$ cat config.mk
export PLATFORM = sky130hd
export DESIGN_NAME = memory_access
export DESIGN_NICKNAME = d
export VERILOG_FILES = /design/src/rtl/memory_access.sv
export SDC_FILE = /design/constraint.sdc
export NUM_CORES = 1
export LEC_CHECK = 0
export BUFFER_PORTS_ARGS = -buffer_cell sky130_fd_sc_hd__buf_2
export CELL_PAD_IN_SITES_DETAIL_PLACEMENT = 1
export CELL_PAD_IN_SITES_GLOBAL_PLACEMENT = 1
export CORE_AREA = 2 2 178 180
export CTS_BUF_LIST = sky130_fd_sc_hd__clkbuf_4 sky130_fd_sc_hd__clkbuf_8
export DETAILED_ROUTE_END_ITERATION = 12
export DIE_AREA = 0 0 180 182
export GPL_TIMING_DRIVEN = 0
export PLACE_DENSITY_LB_ADDON = 0.1
export SLEW_MARGIN = 20
export SYNTH_ARGS = -nofsm -noshare
export SYNTH_HDL_FRONTEND = slang
export SYNTH_SLANG_ARGS = --single-unit
$ cat constraint.sdc
create_clock -name clk_i -period 6.2 [get_ports clk_i]
set_clock_uncertainty 0.2 [all_clocks]
set_input_delay 0.93 -clock clk_i [delete_from_list [all_inputs] [get_ports clk_i]]
set_output_delay 0.93 -clock clk_i [all_outputs]
set_load 0.05 [all_outputs]
$ cat src/rtl/memory_access.sv
// memory_access: Y86-64 memory stage issuing one 64-bit read/write per instruction over a req/ack bus,
// with a bounds check, an access timeout and a sticky halt after any non-AOK status.
module memory_access #(
    parameter logic [63:0] MEM_BYTES = 64'h2000,
    parameter int          TIMEOUT   = 16
) (
    input  logic        clk_i,
    input  logic        rst_i,
    input  logic        start_i,
    input  logic [3:0]  icode_i,
    input  logic [63:0] valE_i,
    input  logic [63:0] valA_i,
    input  logic [63:0] valP_i,
    output logic [63:0] valM_o,
    output logic        done_o,
    output logic        busy_o,
    output logic [2:0]  stat_o,
    output logic        mem_req_o,
    output logic        mem_we_o,
    output logic [63:0] mem_addr_o,
    output logic [63:0] mem_wdata_o,
    input  logic [63:0] mem_rdata_i,
    input  logic        mem_ack_i,
    input  logic        mem_err_i
);
    typedef enum logic [1:0] {IDLE, REQ, RESP} state_t;
    localparam int CW = $clog2(TIMEOUT + 1);
    localparam logic [63:0] MAX_ADDR = MEM_BYTES - 64'd8;
    localparam logic [2:0] AOK = 3'd1, HLT = 3'd2, ADR = 3'd3, INS = 3'd4;

    state_t        state_q, state_d;
    logic [63:0]   addr_q, addr_d, wdata_q, wdata_d, valm_q, valm_d;
    logic          we_q, we_d, rd_q, rd_d, halt_q, halt_d, busy_q;
    logic [2:0]    stat_q, stat_d, start_stat;
    logic [CW-1:0] cnt_q, cnt_d, cnt_inc;
    logic          is_rd, is_wr, is_mem;
    logic [63:0]   addr_in, wdata_in;

    assign is_rd      = icode_i inside {4'h5, 4'h9, 4'hB};
    assign is_wr      = icode_i inside {4'h4, 4'h8, 4'hA};
    assign is_mem     = is_rd | is_wr;
    assign addr_in    = (icode_i == 4'h9 || icode_i == 4'hB) ? valA_i : valE_i;
    assign wdata_in   = (icode_i == 4'h8) ? valP_i : valA_i;
    assign start_stat = (icode_i > 4'hB) ? INS :
                        (icode_i == 4'h0) ? HLT :
                        (is_mem && addr_in > MAX_ADDR) ? ADR : AOK;
    assign cnt_inc    = cnt_q + CW'(1);

    always_comb begin
        state_d = state_q;
        addr_d  = addr_q;
        wdata_d = wdata_q;
        we_d    = we_q;
        rd_d    = rd_q;
        stat_d  = stat_q;
        valm_d  = valm_q;
        cnt_d   = cnt_q;
        halt_d  = halt_q;
        case (state_q)
            IDLE: if (start_i && !halt_q) begin
                addr_d  = addr_in;
                wdata_d = wdata_in;
                we_d    = is_wr;
                rd_d    = is_rd;
                cnt_d   = '0;
                if (is_mem && start_stat == AOK) begin
                    state_d = REQ;
                end else begin
                    state_d = RESP;
                    stat_d  = start_stat;
                end
            end
            REQ: if (mem_err_i) begin
                state_d = RESP;
                stat_d  = ADR;
            end else if (mem_ack_i) begin
                state_d = RESP;
                stat_d  = AOK;
                valm_d  = rd_q ? mem_rdata_i : valm_q;
            end else begin
                cnt_d = cnt_inc;
                if (cnt_inc == CW'(TIMEOUT)) begin
                    state_d = RESP;
                    stat_d  = ADR;
                end
            end
            RESP: begin
                state_d = IDLE;
                halt_d  = halt_q | (stat_q != AOK);
            end
            default: state_d = IDLE;
        endcase
    end

    always_ff @(posedge clk_i or posedge rst_i) begin
        if (rst_i) begin
            state_q <= IDLE;
            addr_q  <= '0;
            wdata_q <= '0;
            we_q    <= 1'b0;
            rd_q    <= 1'b0;
            stat_q  <= AOK;
            valm_q  <= '0;
            cnt_q   <= '0;
            halt_q  <= 1'b0;
            busy_q  <= 1'b0;
        end else begin
            state_q <= state_d;
            addr_q  <= addr_d;
            wdata_q <= wdata_d;
            we_q    <= we_d;
            rd_q    <= rd_d;
            stat_q  <= stat_d;
            valm_q  <= valm_d;
            cnt_q   <= cnt_d;
            halt_q  <= halt_d;
            busy_q  <= (state_d != IDLE);
        end
    end

    assign mem_req_o   = (state_q == REQ);
    assign done_o      = (state_q == RESP);
    assign busy_o      = busy_q;
    assign stat_o      = stat_q;
    assign valM_o      = valm_q;
    assign mem_we_o    = we_q;
    assign mem_addr_o  = addr_q;
    assign mem_wdata_o = wdata_q;
endmodule
---- After elaboration in Yosys (flattened, before gate mapping) ----
Cells that the tools add are included.
storage, ports and cells
  register bits after elaboration ......... 206
  bits of input ports ..................... 265
cells by class
  reductions and logical operators ........ 15
  order comparisons ....................... 2
  mux-type cells .......................... 21
  $add $sub $neg .......................... 1
  bitwise gates (word level) .............. 3
  equal/unequal tests ..................... 16
operators with widths
  operator                number
  $mux W64                2
  $gt A64 B13 Y1 const B  1
  $mux W3                 6
  $eq A4 B4 Y1 const B    4
  $mux W5                 3
  $mux W2                 7
  $reduce_and A4 Y1       3
  $pmux W5 S2             1
  $eq A4 B3 Y1 const B    2
  $ne A2 B2 Y1 const B    4
  $pmux W3 S2             1
  $reduce_bool A3 Y1      2
  $add A5 B1 Y5 const B   1
  $eq A5 B5 Y1 const B    1
  $gt A4 B4 Y1 const B    1
  $logic_not A4 Y1        1
  $ne A4 B1 Y1 const B    1
  $pmux W2 S2             1
  $reduce_bool A2 Y1      2
  $eq A3 B1 Y1 const B    1
  $logic_and A1 B1 Y1     3
  $ne A3 B1 Y1 const B    1
  $eq A2 B1 Y1 const B    1
  $eq A2 B2 Y1 const B    1
  6 further kinds         7

---- Depth between registers and ports, before layout ----
  depth after elaboration ................. 14
  gate-level depth with buffers ........... 7
  mapped depth without buffers ............ 7

---- Least setup slack after synthesis ----
No wires, ideal clock.
  kind .................................... input -> register
  start ................................... in valA_i[45]
  end ..................................... reg stat_q[1], in the netlist stat_o[1]
  buffers on the path ..................... 0
  arrival time ............................ 2.298 ns
  path slack .............................. 3.577 ns
  stages .................................. 6
  cells stage by stage .................... or4_1 > nor4_1 > o22ai_1 > nor2_4 > o22ai_2 > mux2_4
on the way
  cells in the longest elaborated chain, start to end .. 10
  elaborated cells between the ends (all ways) .. 13
  classes of those cells .................. order compare (1); eq/ne (2); mux (7); reduce/logical (3)
RTL lines
  what                         line  text
  from (decl)                  12    input logic [63:0] valA_i,
  $mux W64 (*)                 42    assign addr_in = (icode_i == 4'h9 || icode_i == 4'hB) ? valA_i : valE_i;
  $gt A64 B13 Y1 (*)           46    (is_mem && addr_in > MAX_ADDR) ? ADR : AOK;
  $logic_and A1 B1 Y1 (*)      46
  $mux W2 (*)                  46
  $mux W2 (*)                  45    (icode_i == 4'h0) ? HLT :
  $mux W3 (*)                  44    assign start_stat = (icode_i > 4'hB) ? INS :
  $eq A3 B1 Y1                 66    if (is_mem && start_stat == AOK) begin
  $logic_and A1 B1 Y1          66
  $ne A2 B2 Y1 (no line)       n/a
  $reduce_and A4 Y1 (no line)  n/a
  to (signal assigned)         113   stat_q <= stat_d;
  to (decl)                    34    logic [2:0] stat_q, stat_d, start_stat;
Mark *: on every way between the ends. The rest lies on a longest branch, timed or not. The select of a mux whose other input is x is not followed.
A chain may end at the register's enable or synchronous reset.

---- Final worst setup path ----
  start ................................... in start_i
  end ..................................... reg wdata_q[9], in the netlist mem_wdata_o[9]
on the way
  cells in the longest elaborated chain, start to end .. 2
RTL lines
  what                         line  text
  from (decl)                  9     input logic start_i,
  $logic_and A1 B1 Y1          60    IDLE: if (start_i && !halt_q) begin
  $reduce_and A2 Y1 (no line)  n/a
  to (signal assigned)         110   wdata_q <= wdata_d;
  to (decl)                    32    logic [63:0] addr_q, addr_d, wdata_q, wdata_d, valm_q, valm_d;
No other way between the ends.

==> results.ini <==
[critical_path]
r2r_setup_slack_ps=3290
worstSetupEndpointType=flop
timing_worst_setup_path_type=input pin to flop
crit-reg2reg-capture=mem_wdata_o[9]
worst_ep_required_time_ps=6450
crit-reg2reg-launch=halt_q
worst-r2r-cell-count=7
start_kind=input pin
startpoint=start_i
critical_path.max_fanout=10
crit_arrival_ps=3260

[sta]
total_negative_setup_slacks_ps=0
rsz0062_at_grt=no
worst-slew-pin-transition_ps=740
slew_violations=0
final.hold.worst_slack_ps=255
worst_slack_ps=3190
hold_viol=0
period_share_pct=48.5
timing.slew.headroom_pct=50.6
period_needed_ps=3010
timing.fmax_mhz=332
setup_viols_final=0

[floorplanning]
die_y_um=182
floorplan.core_area_mm2=0.0310
floorplan.rows=65
initial_utilization_pct=29.7
design.portCount=464
die_x_um=180
die_area_mm2=0.0328

[final_layout]
layout-drive-gt1-share_pct=46.1
final_cell_count_no_fill=1778
final_cell_area_mm2=0.0131
nets=1607
utilization_pct=42.1
syn2layout_area_growth_pct=41.7

[clocking]
clock-root-buffer=clkbuf_8
clkLatencyLatePin_ps=540
tritoncts=done
cts_sinks=206
cts-resized-gates=0
h-tree-depth=2
holdBufCountCts=0
buffers_inserted_by_post_cts_timing_repair=0
cts_buffers=40
cts_buffer_depth=3
clkTransAtPathRegs_ps=60

[power_and_ir_drop]
pnr_total_power_mw=6.08
power_density_mw_per_mm2=466
vdd_ir_drop_max_v=0.000241
power_leakage_nw=7.15

[synthesis]
netlist_area_mm2=0.00922
netlist-cell-type-count=34
ys_warn_count=0
ys.flop_type=dfrtp_1
ys_top_cells_by_count=dfrtp_1, nand2_1, o21ai_0
syn_area_per_cell_um2=11.1
yosys.area.top_type=dfrtp_1
postSynth.asyncResetShare_pct=100
syn_nets=1095
synthesis.instances=829
synth-edff-count=0
synth_top_cells_by_area=dfrtp_1, mux2i_1, mux2_2
seq_area_frac_synth_pct=56.0
yosys_register_bits=206
synth_top_cell_area_share_pct=55.7
post-synth-top-count-cell=dfrtp_1

[global_route]
grt_use_total_pct=23.7
globalRouteOverflowTotal=0
grt_pass1_wl_mm=58.5
grt_max_degree=32
first_global_vias=9228
antenna_found_initial=15

[place]
post_dp_cell_area_mm2=0.0122
port_buffers=463
hpwl_mm=31.9
dp_cells=1701
place_worst_setup_slack_ps=2520
gp_routability_congestion=0.860

[route]
route.vias.total=8507
detailroute.wirelength.met2_mm=19.6
route.detailed.wl_per_inst_um=22.1
drt-total-wl_mm=39.3
met3_wirelength_mm=3.42
detailedRoute.firstPassIterationCount=4
met1Wirelength_mm=15.2
viasPerCell=4.78
highest_metal_layer_with_signal_wires=met5
remaining_drc_errors=0
drt_iter0_drc=263
remaining_number_of_nets_flagged_by_the_antenna_check_after_routing=0

[worst_hold_path]
min_delay_worst_endpoint=halt_q
min_path_cells=1
hold_start=halt_q
type_of_the_tightest_min_delay_check=flop to flop

[job]
max_cap_viol_count=0

[run_status]
run_status=finished, final reports clean

## routing by layer
metal	track usage, %	vias to the layer above
li1	-	3963
met1	27.0	4114
met4	7.22	12
met5	0	-
met2	41.5	343
met3	8.52	75
## where the power goes
part	internal [mW]	leakage [nW]	switching (mW)
combinational	0.540	4.03	2.09
sequential	1.76	2.67	0.230
clock	0.860	0.449	0.597
total	3.16	7.15	2.92
## worst max-delay path: stages
cell and delay (ps):
buf_2 100, nand2b_1 110, or3_1 170, clkbuf_1 580, clkbuf_1 610, clkbuf_1 560, nand2_1 100, o21ai_0 100
## cell type report
type | count | area [um2]
Sequential cell | 206 | 5160
Multi-Input combinational cell | 567 | 3820
Inverter | 6 | 26.3
Timing Repair Buffer | 470 | 2460
Buffer | 50 | 213
Tap cell | 402 | 503
Clock inverter | 8 | 95.1
Clock buffer | 61 | 758
Antenna cell | 8 | 20.0
Fill cell | 3667 | 17900
## layout by cell type (no fill, tap or decap), drive strengths merged, types with 4 or more instances in the layout
cell,synthesis,layout
nor3,8,8
nand4,9,9
buf,20,490
a21oi,4,4
diode,0,8
nor4,24,24
clkbuf,30,91
mux2,65,65
inv,6,5
dfrtp,205,205
mux2i,128,128
nor2,14,14
o22ai,4,4
clkinv,0,4
nand2,147,147
nand3,5,5
o21ai,138,138
## registers in the layout, summed over array words and instances, names as in the netlist, 2 cells and up
signal,flops
mem_addr_o,64
mem_wdata_o,64
valM_o,64
cnt_q,5
stat_o,3
state_q,2
## worst max-delay path by stage
stage | endpoint | cells after the start
global route | mem_wdata_o[10] | 8
finish | mem_wdata_o[9] | 8
global placement | mem_addr_o[37] | 2
floorplan | busy_o | 1
CTS | mem_wdata_o[9] | 8
detailed placement | mem_wdata_o[14] | 8
## cells by family (layout without fill, tap and decap cells)
group | count (synthesis) | after routing | synth area share (%)
adder cells (fa/ha/maj) | 1 | 1 | 0.136
other | 0 | 8 | 0
AND/OR/NAND/NOR | 220 | 220 | 10.7
multiplexers | 193 | 193 | 21.9
flip-flops | 206 | 206 | 56.0
buffers and inverters | 56 | 595 | 2.55
XOR/XNOR | 2 | 2 | 0.190
AO/OA/AOI/OAI | 151 | 151 | 8.54
Note: power is estimated with default switching activity, not from simulation.
